File: config.mk
export PLATFORM = sky130hd
export DESIGN_NAME = rx_nrzi_unstuff
export DESIGN_NICKNAME = d
export VERILOG_FILES = /design/src/rtl/rx_nrzi_unstuff.sv
export SDC_FILE = /design/constraint.sdc
export NUM_CORES = 1
export LEC_CHECK = 0
export BUFFER_PORTS_ARGS = -buffer_cell sky130_fd_sc_hd__buf_2
export CAP_MARGIN = 40
export CORE_MARGIN = 1
export CORE_UTILIZATION = 54
export CTS_BUF_LIST = sky130_fd_sc_hd__clkbuf_4
export CTS_CLUSTER_SIZE = 40
export DETAILED_ROUTE_END_ITERATION = 6
export GPL_TIMING_DRIVEN = 1
export PLACE_DENSITY_LB_ADDON = 0.08
export RECOVER_POWER = 25
export SYNTH_ARGS = -nofsm -noshare
export SYNTH_HDL_FRONTEND = slang
export SYNTH_SLANG_ARGS = --single-unit
File: constraint.sdc
create_clock -name clock_i -period 8.4 [get_ports clock_i]
set_input_delay 0.42 -clock clock_i [delete_from_list [all_inputs] [get_ports clock_i]]
set_output_delay 0.42 -clock clock_i [all_outputs]
set_load 0.005 [all_outputs]
File: src/rtl/rx_nrzi_unstuff.sv
// USB2 receive back end: NRZI decode, SYNC hunt, bit unstuffing, LSB-first byte
// assembly and EOP/stuff-error detection on 0..2 recovered bits per cycle.
module rx_nrzi_unstuff #(
  parameter int SYNC_ZEROS = 5,
  parameter int STUFF_LEN  = 6
) (
  input  logic       clock_i,
  input  logic       reset_i,
  input  logic [1:0] bit_in_i,
  input  logic [1:0] bit_cnt_i,
  input  logic       se0_i,
  output logic [7:0] rx_data_o,
  output logic       rx_valid_o,
  output logic       rx_active_o,
  output logic       rx_eop_o,
  output logic       rx_error_o
);

  localparam logic [1:0] S_IDLE  = 2'd0;
  localparam logic [1:0] S_DATA  = 2'd1;
  localparam logic [1:0] S_ABORT = 2'd2;

  logic [1:0] state_q, state_d;
  logic       prev_q, prev_d;
  logic [2:0] ones_q, ones_d;
  logic [2:0] zeros_q, zeros_d;
  logic [2:0] idx_q, idx_d;
  logic [7:0] shift_q, shift_d;
  logic [7:0] data_q, data_d;
  logic       valid_q, valid_d;
  logic       eop_q, eop_d;
  logic       err_q, err_d;

  logic [1:0] nb;
  logic       lvl;
  logic       dec;

  // Both bits of a slip cycle are walked in order; the second bit sees the
  // state left by the first, so a SYNC completing on bit 0 lets bit 1 be data.
  always_comb begin
    state_d = state_q;
    prev_d  = prev_q;
    ones_d  = ones_q;
    zeros_d = zeros_q;
    idx_d   = idx_q;
    shift_d = shift_q;
    data_d  = data_q;
    valid_d = 1'b0;
    eop_d   = 1'b0;
    err_d   = 1'b0;
    lvl     = 1'b0;
    dec     = 1'b0;
    nb      = (bit_cnt_i == 2'd3) ? 2'd2 : bit_cnt_i;

    if (se0_i) begin
      zeros_d = 3'd0;
      if (state_q != S_IDLE) begin
        if (state_q == S_DATA) begin
          eop_d = 1'b1;
          err_d = (idx_q != 3'd0);
        end
        state_d = S_IDLE;
        prev_d  = 1'b1;
        ones_d  = 3'd0;
        idx_d   = 3'd0;
      end
    end else begin
      for (int b = 0; b < 2; b++) begin
        if (b < int'(nb)) begin
          lvl    = bit_in_i[b[0]];
          dec    = (lvl == prev_d);
          prev_d = lvl;
          case (state_d)
            S_IDLE: begin
              if (!dec) begin
                if (zeros_d != 3'd7) zeros_d = zeros_d + 3'd1;
              end else if ({29'd0, zeros_d} >= SYNC_ZEROS) begin
                state_d = S_DATA;
                ones_d  = 3'd1;
                idx_d   = 3'd0;
                zeros_d = 3'd0;
              end else begin
                zeros_d = 3'd0;
              end
            end
            S_DATA: begin
              if ({29'd0, ones_d} == STUFF_LEN) begin
                if (dec) begin
                  eop_d   = 1'b1;
                  err_d   = 1'b1;
                  state_d = S_ABORT;
                end else begin
                  ones_d = 3'd0;
                end
              end else begin
                ones_d  = dec ? ones_d + 3'd1 : 3'd0;
                shift_d = {dec, shift_d[7:1]};
                idx_d   = idx_d + 3'd1;
                if (idx_d == 3'd0) begin
                  data_d  = shift_d;
                  valid_d = 1'b1;
                end
              end
            end
            default: ;
          endcase
        end
      end
    end
  end

  always_ff @(posedge clock_i or negedge reset_i) begin
    if (!reset_i) begin
      state_q <= S_IDLE;
      prev_q  <= 1'b1;
      ones_q  <= 3'd0;
      zeros_q <= 3'd0;
      idx_q   <= 3'd0;
      shift_q <= 8'd0;
      data_q  <= 8'd0;
      valid_q <= 1'b0;
      eop_q   <= 1'b0;
      err_q   <= 1'b0;
    end else begin
      state_q <= state_d;
      prev_q  <= prev_d;
      ones_q  <= ones_d;
      zeros_q <= zeros_d;
      idx_q   <= idx_d;
      shift_q <= shift_d;
      data_q  <= data_d;
      valid_q <= valid_d;
      eop_q   <= eop_d;
      err_q   <= err_d;
    end
  end

  assign rx_data_o   = data_q;
  assign rx_valid_o  = valid_q;
  assign rx_active_o = (state_q == S_DATA);
  assign rx_eop_o    = eop_q;
  assign rx_error_o  = err_q;

endmodule

==> results.py <==
metrics = {
    "cells_and_area": {
        "final_util_pct": 62.2,
        "layout.nets": 302,
        "diodes": 0,
        "area_growth_pct": 8.04,
        "drive_gt1_share_pct": 14.5,
        "design_area_um2": 2540,
    },
    "global_route": {
        "gr-total-overflow": 0,
        "globalRouteTotalUtil_pct": 28.0,
        "grt_pass1_vias": 1997,
        "grt_max_degree": 35,
        "grt_pass1_wl_um": 9450,
        "antenna_found_initial": 0,
    },
    "timing": {
        "hold_violations": 0,
        "setup_slack_ns": 4.64,
        "slew_headroom_pct": -8.33,
        "drv_slew": 31,
        "whs_ns": 0.360,
        "rsz0062_at_grt": "no",
        "period_needed_ns": 3.76,
        "fmax_ghz": 0.266,
        "post-route-period-util_pct": 44.8,
        "fin_worst_skew_ns": 0.00864,
        "worst_pin_slew_ns": 1.62,
        "tns_ns": 0,
        "setup_viol": 0,
    },
    "synth": {
        "yosys.area.top_type": "dfrtp_1",
        "synthXorXnorAreaFrac_pct": 3.03,
        "yosys.area_share.simple_pct": 17.5,
        "synthArstFlopShare_pct": 100,
        "ys_seq_area_share_pct": 32.0,
        "synth.area.top_cells": "dfrtp_1, ha_1, mux2i_1, nand2_1, nor2_1",
        "netlist_area_um2": 2350,
        "syn_area_per_cell_um2": 8.84,
        "synth_compound_area_share_pct": 30.0,
        "yosysTopAreaCellShare_pct": 30.9,
        "ys_warn_count": 0,
        "syn_inst": 266,
        "synth_flop_cell": "dfrtp_1",
        "synth_fa_ha_area_share_pct": 6.92,
        "synthMuxAreaShare_pct": 6.01,
        "synth_cell_types": 57,
        "synth_edf_count": 0,
        "synth_nets": 286,
        "ys_ff_latch": 30,
        "synth_top_family_by_area": "compound AO/OA/AOI/OAI gates",
    },
    "pwr": {
        "peakVddDrop_mv": 0.0945,
        "p_leak_nw": 1.18,
        "clkPwrFrac_pct": 31.3,
        "swShare_pct": 32.2,
        "combinationalPowerShare_pct": 23.7,
        "power_density_nw_per_um2": 143,
        "p_sw_uw": 117,
        "internal_power_uw": 247,
        "seq_power_share_pct": 45.0,
    },
    "setup_path": {
        "worst-path-max-fanout": 10,
        "worstPathArrival_ns": 4.03,
        "regToRegSetupSlack_ns": 4.64,
        "critical_path.top_delay_family": "simple AND/OR/NAND/NOR gates",
        "critical_path_class": "flop to flop",
        "crit_required_ns": 8.67,
        "crit_buf_inv": 3,
        "critPathLaunch": "ones_q[0]$_DFFE_PN0P_",
        "reg2reg_to": "rx_data_o[1]$_DFFE_PN0N_",
        "reg2reg_depth": 14,
        "endpoint_kind": "flop",
        "critPathSlowestCell": "or4b_1",
        "crit_chain": "inv_1, ha_1, nand2_1, and3_1, xnor2_1, or2_2, inv_1, ha_1, inv_1, a31oi_1, a22oi_1, or4b_1, a21oi_4, o22a_1",
        "critPathLaunchType": "flop",
        "worstSetupPathDepth": 14,
        "critPathCapture": "rx_data_o[1]$_DFFE_PN0N_",
        "max_stage_delay_ns": 0.73,
        "rr_startpoint": "ones_q[0]$_DFFE_PN0P_",
        "cpMostUsedCell": "inv_1",
    },
    "floorplan": {
        "core_area_um2": 4090,
        "die_area_um2": 4620,
        "die-width_um": 68.0,
        "io_pins": 19,
        "die_h_um": 68.0,
        "initial_utilization_pct": 57.5,
        "rows": 23,
    },
    "clock_tree": {
        "cts_resized": 0,
        "hold_buffers": 0,
        "numClockSinks": 30,
        "cts-root-buf": "clkbuf_4",
        "clk_latency_ns": 0.34,
        "cts_tree": "built",
        "clockBufferDepth": 2,
        "cts_setup_buffers": 0,
        "cts_buffers": 5,
        "htree_num_levels": 2,
        "clk_pin_slew_ns": 0.09,
    },
    "detailed_routing": {
        "wl_um": 5690,
        "drt_iter0_drc": 127,
        "detail-route-antenna-nets": 0,
        "vias": 2150,
        "drc": 0,
        "via_per_inst": 6.46,
        "wire_per_inst_um": 17.1,
        "drt_first_pass_iters": 4,
    },
    "worst_hold_path": {
        "hp-class": "primary input to flop",
    },
    "placed_design": {
        "dpl_cell_area_um2": 2460,
        "dpl.hpwl_um": 4330,
        "portBuffers": 18,
        "place_congestion": 0.911,
        "preCtsSetupSlack_ns": 4.66,
    },
    "run_status": {
        "status": "complete, but fails checks",
        "violations": "max-capacitance violations, max-slew violations",
    },
    "flow_run": {
        "cap_violations": 1,
    },
}
==> power groups by stage <==
stage | clock [mW] | combinational (mW) | sequential [mW]
after global placement | 0 | 0.0831 | 0.167
final | 0.114 | 0.0864 | 0.164
after global routing | 0.121 | 0.0969 | 0.166
after detailed placement | 0 | 0.0861 | 0.167
after CTS | 0.117 | 0.0863 | 0.164
after floorplan | 0 | 0.0616 | 0.164
==> registers in the layout, summed over array words and instances (netlist names) <==
| signal | flops |
|---|---|
| rx_data_o | 8 |
| shift_q | 7 |
| idx_q | 3 |
| ones_q | 3 |
| zeros_q | 3 |
| state_q | 2 |
| prev_q | 1 |
| rx_eop_o | 1 |
| rx_error_o | 1 |
| rx_valid_o | 1 |
==> cell usage after synthesis (all sizes together) (6+ instances only) <==
| library cell | n |
|---|---|
| a21boi | 7 |
| nand2 | 27 |
| nor2b | 7 |
| dfrtp | 29 |
| nor3 | 9 |
| nor2 | 27 |
| a221o | 6 |
| o31ai | 6 |
| inv | 16 |
| o22a | 8 |
| o21ai | 8 |
| ha | 13 |
| a21oi | 18 |
| mux2i | 13 |
| clkbuf | 7 |
==> worst min-delay path by stage <==
| stage | startpoint | to | slack (ns) | cells past startpoint |
|---|---|---|---|---|
| 2_1_floorplan | reset_i | idx_q[0]$_DFFE_PN0P_ | 0.12 | 0 |
| 3_3_place_gp | rx_data_o[1]$_DFFE_PN0N_ | rx_data_o[1]$_DFFE_PN0N_ | 0.49 | 1 |
| 3_5_place_dp | reset_i | shift_q[5]$_DFFE_PN0N_ | 0.49 | 1 |
| 4_1_cts | reset_i | shift_q[5]$_DFFE_PN0N_ | 0.14 | 1 |
| 5_1_grt | bit_cnt_i[1] | ones_q[0]$_DFFE_PN0P_ | 0.37 | 2 |
| 6_report | bit_cnt_i[1] | ones_q[0]$_DFFE_PN0P_ | 0.36 | 2 |
==> kinds of logic after synthesis <==
kind of cell,Yosys count
AOI/OAI and AO/OA,91
and+or+nand+nor,86
DFF,30
buffers and inverters,26
muxes,14
adders and majority gates,13
xor gates and xnor gates,6
==> layout by cell type (no fill, tap or decap), types with 4 or more instances in the layout <==
cell type	count
o22a_1	8
o31ai_1	6
dfrtp_1	29
nand3_1	4
clkbuf_4	5
a21oi_1	17
buf_2	17
o21ai_0	4
a31oi_1	4
a21boi_0	7
inv_1	15
nor3_1	9
mux2i_1	13
ha_1	13
a221o_1	6
nand2_1	27
xnor2_1	4
a21o_1	4
nor2_1	27
a211oi_1	4
nor2b_1	7
==> final cells by class <==
class                   instances  area, µm²
fillers                       366       1550
well taps                      50       62.6
clock inverters                 3       40.0
clock buffers                   5       37.5
inverters                      16       60.1
flip-flops and latches         30        752
repair buffers                 19       96.3
multi-input cells             210       1490
==> stage by stage <==
stage	total power [mW]	std cells
after global routing	0.384	333
after floorplan	0.226	266
after global placement	0.250	324
after detailed placement	0.253	325
after CTS	0.367	333
final	0.364	333
==> routing by layer <==
metal / up-vias / share of wire [%] / GRT usage, %
li1: 1025 / - / -
met1: 1040 / 44 / 35.6
met2: 73 / 48 / 45.8
met3: 12 / 5.9 / 6.33
met4: 0 / 1.9 / 10.4
met5: - / 0 / 0
Power figures use the tool's default switching activity.
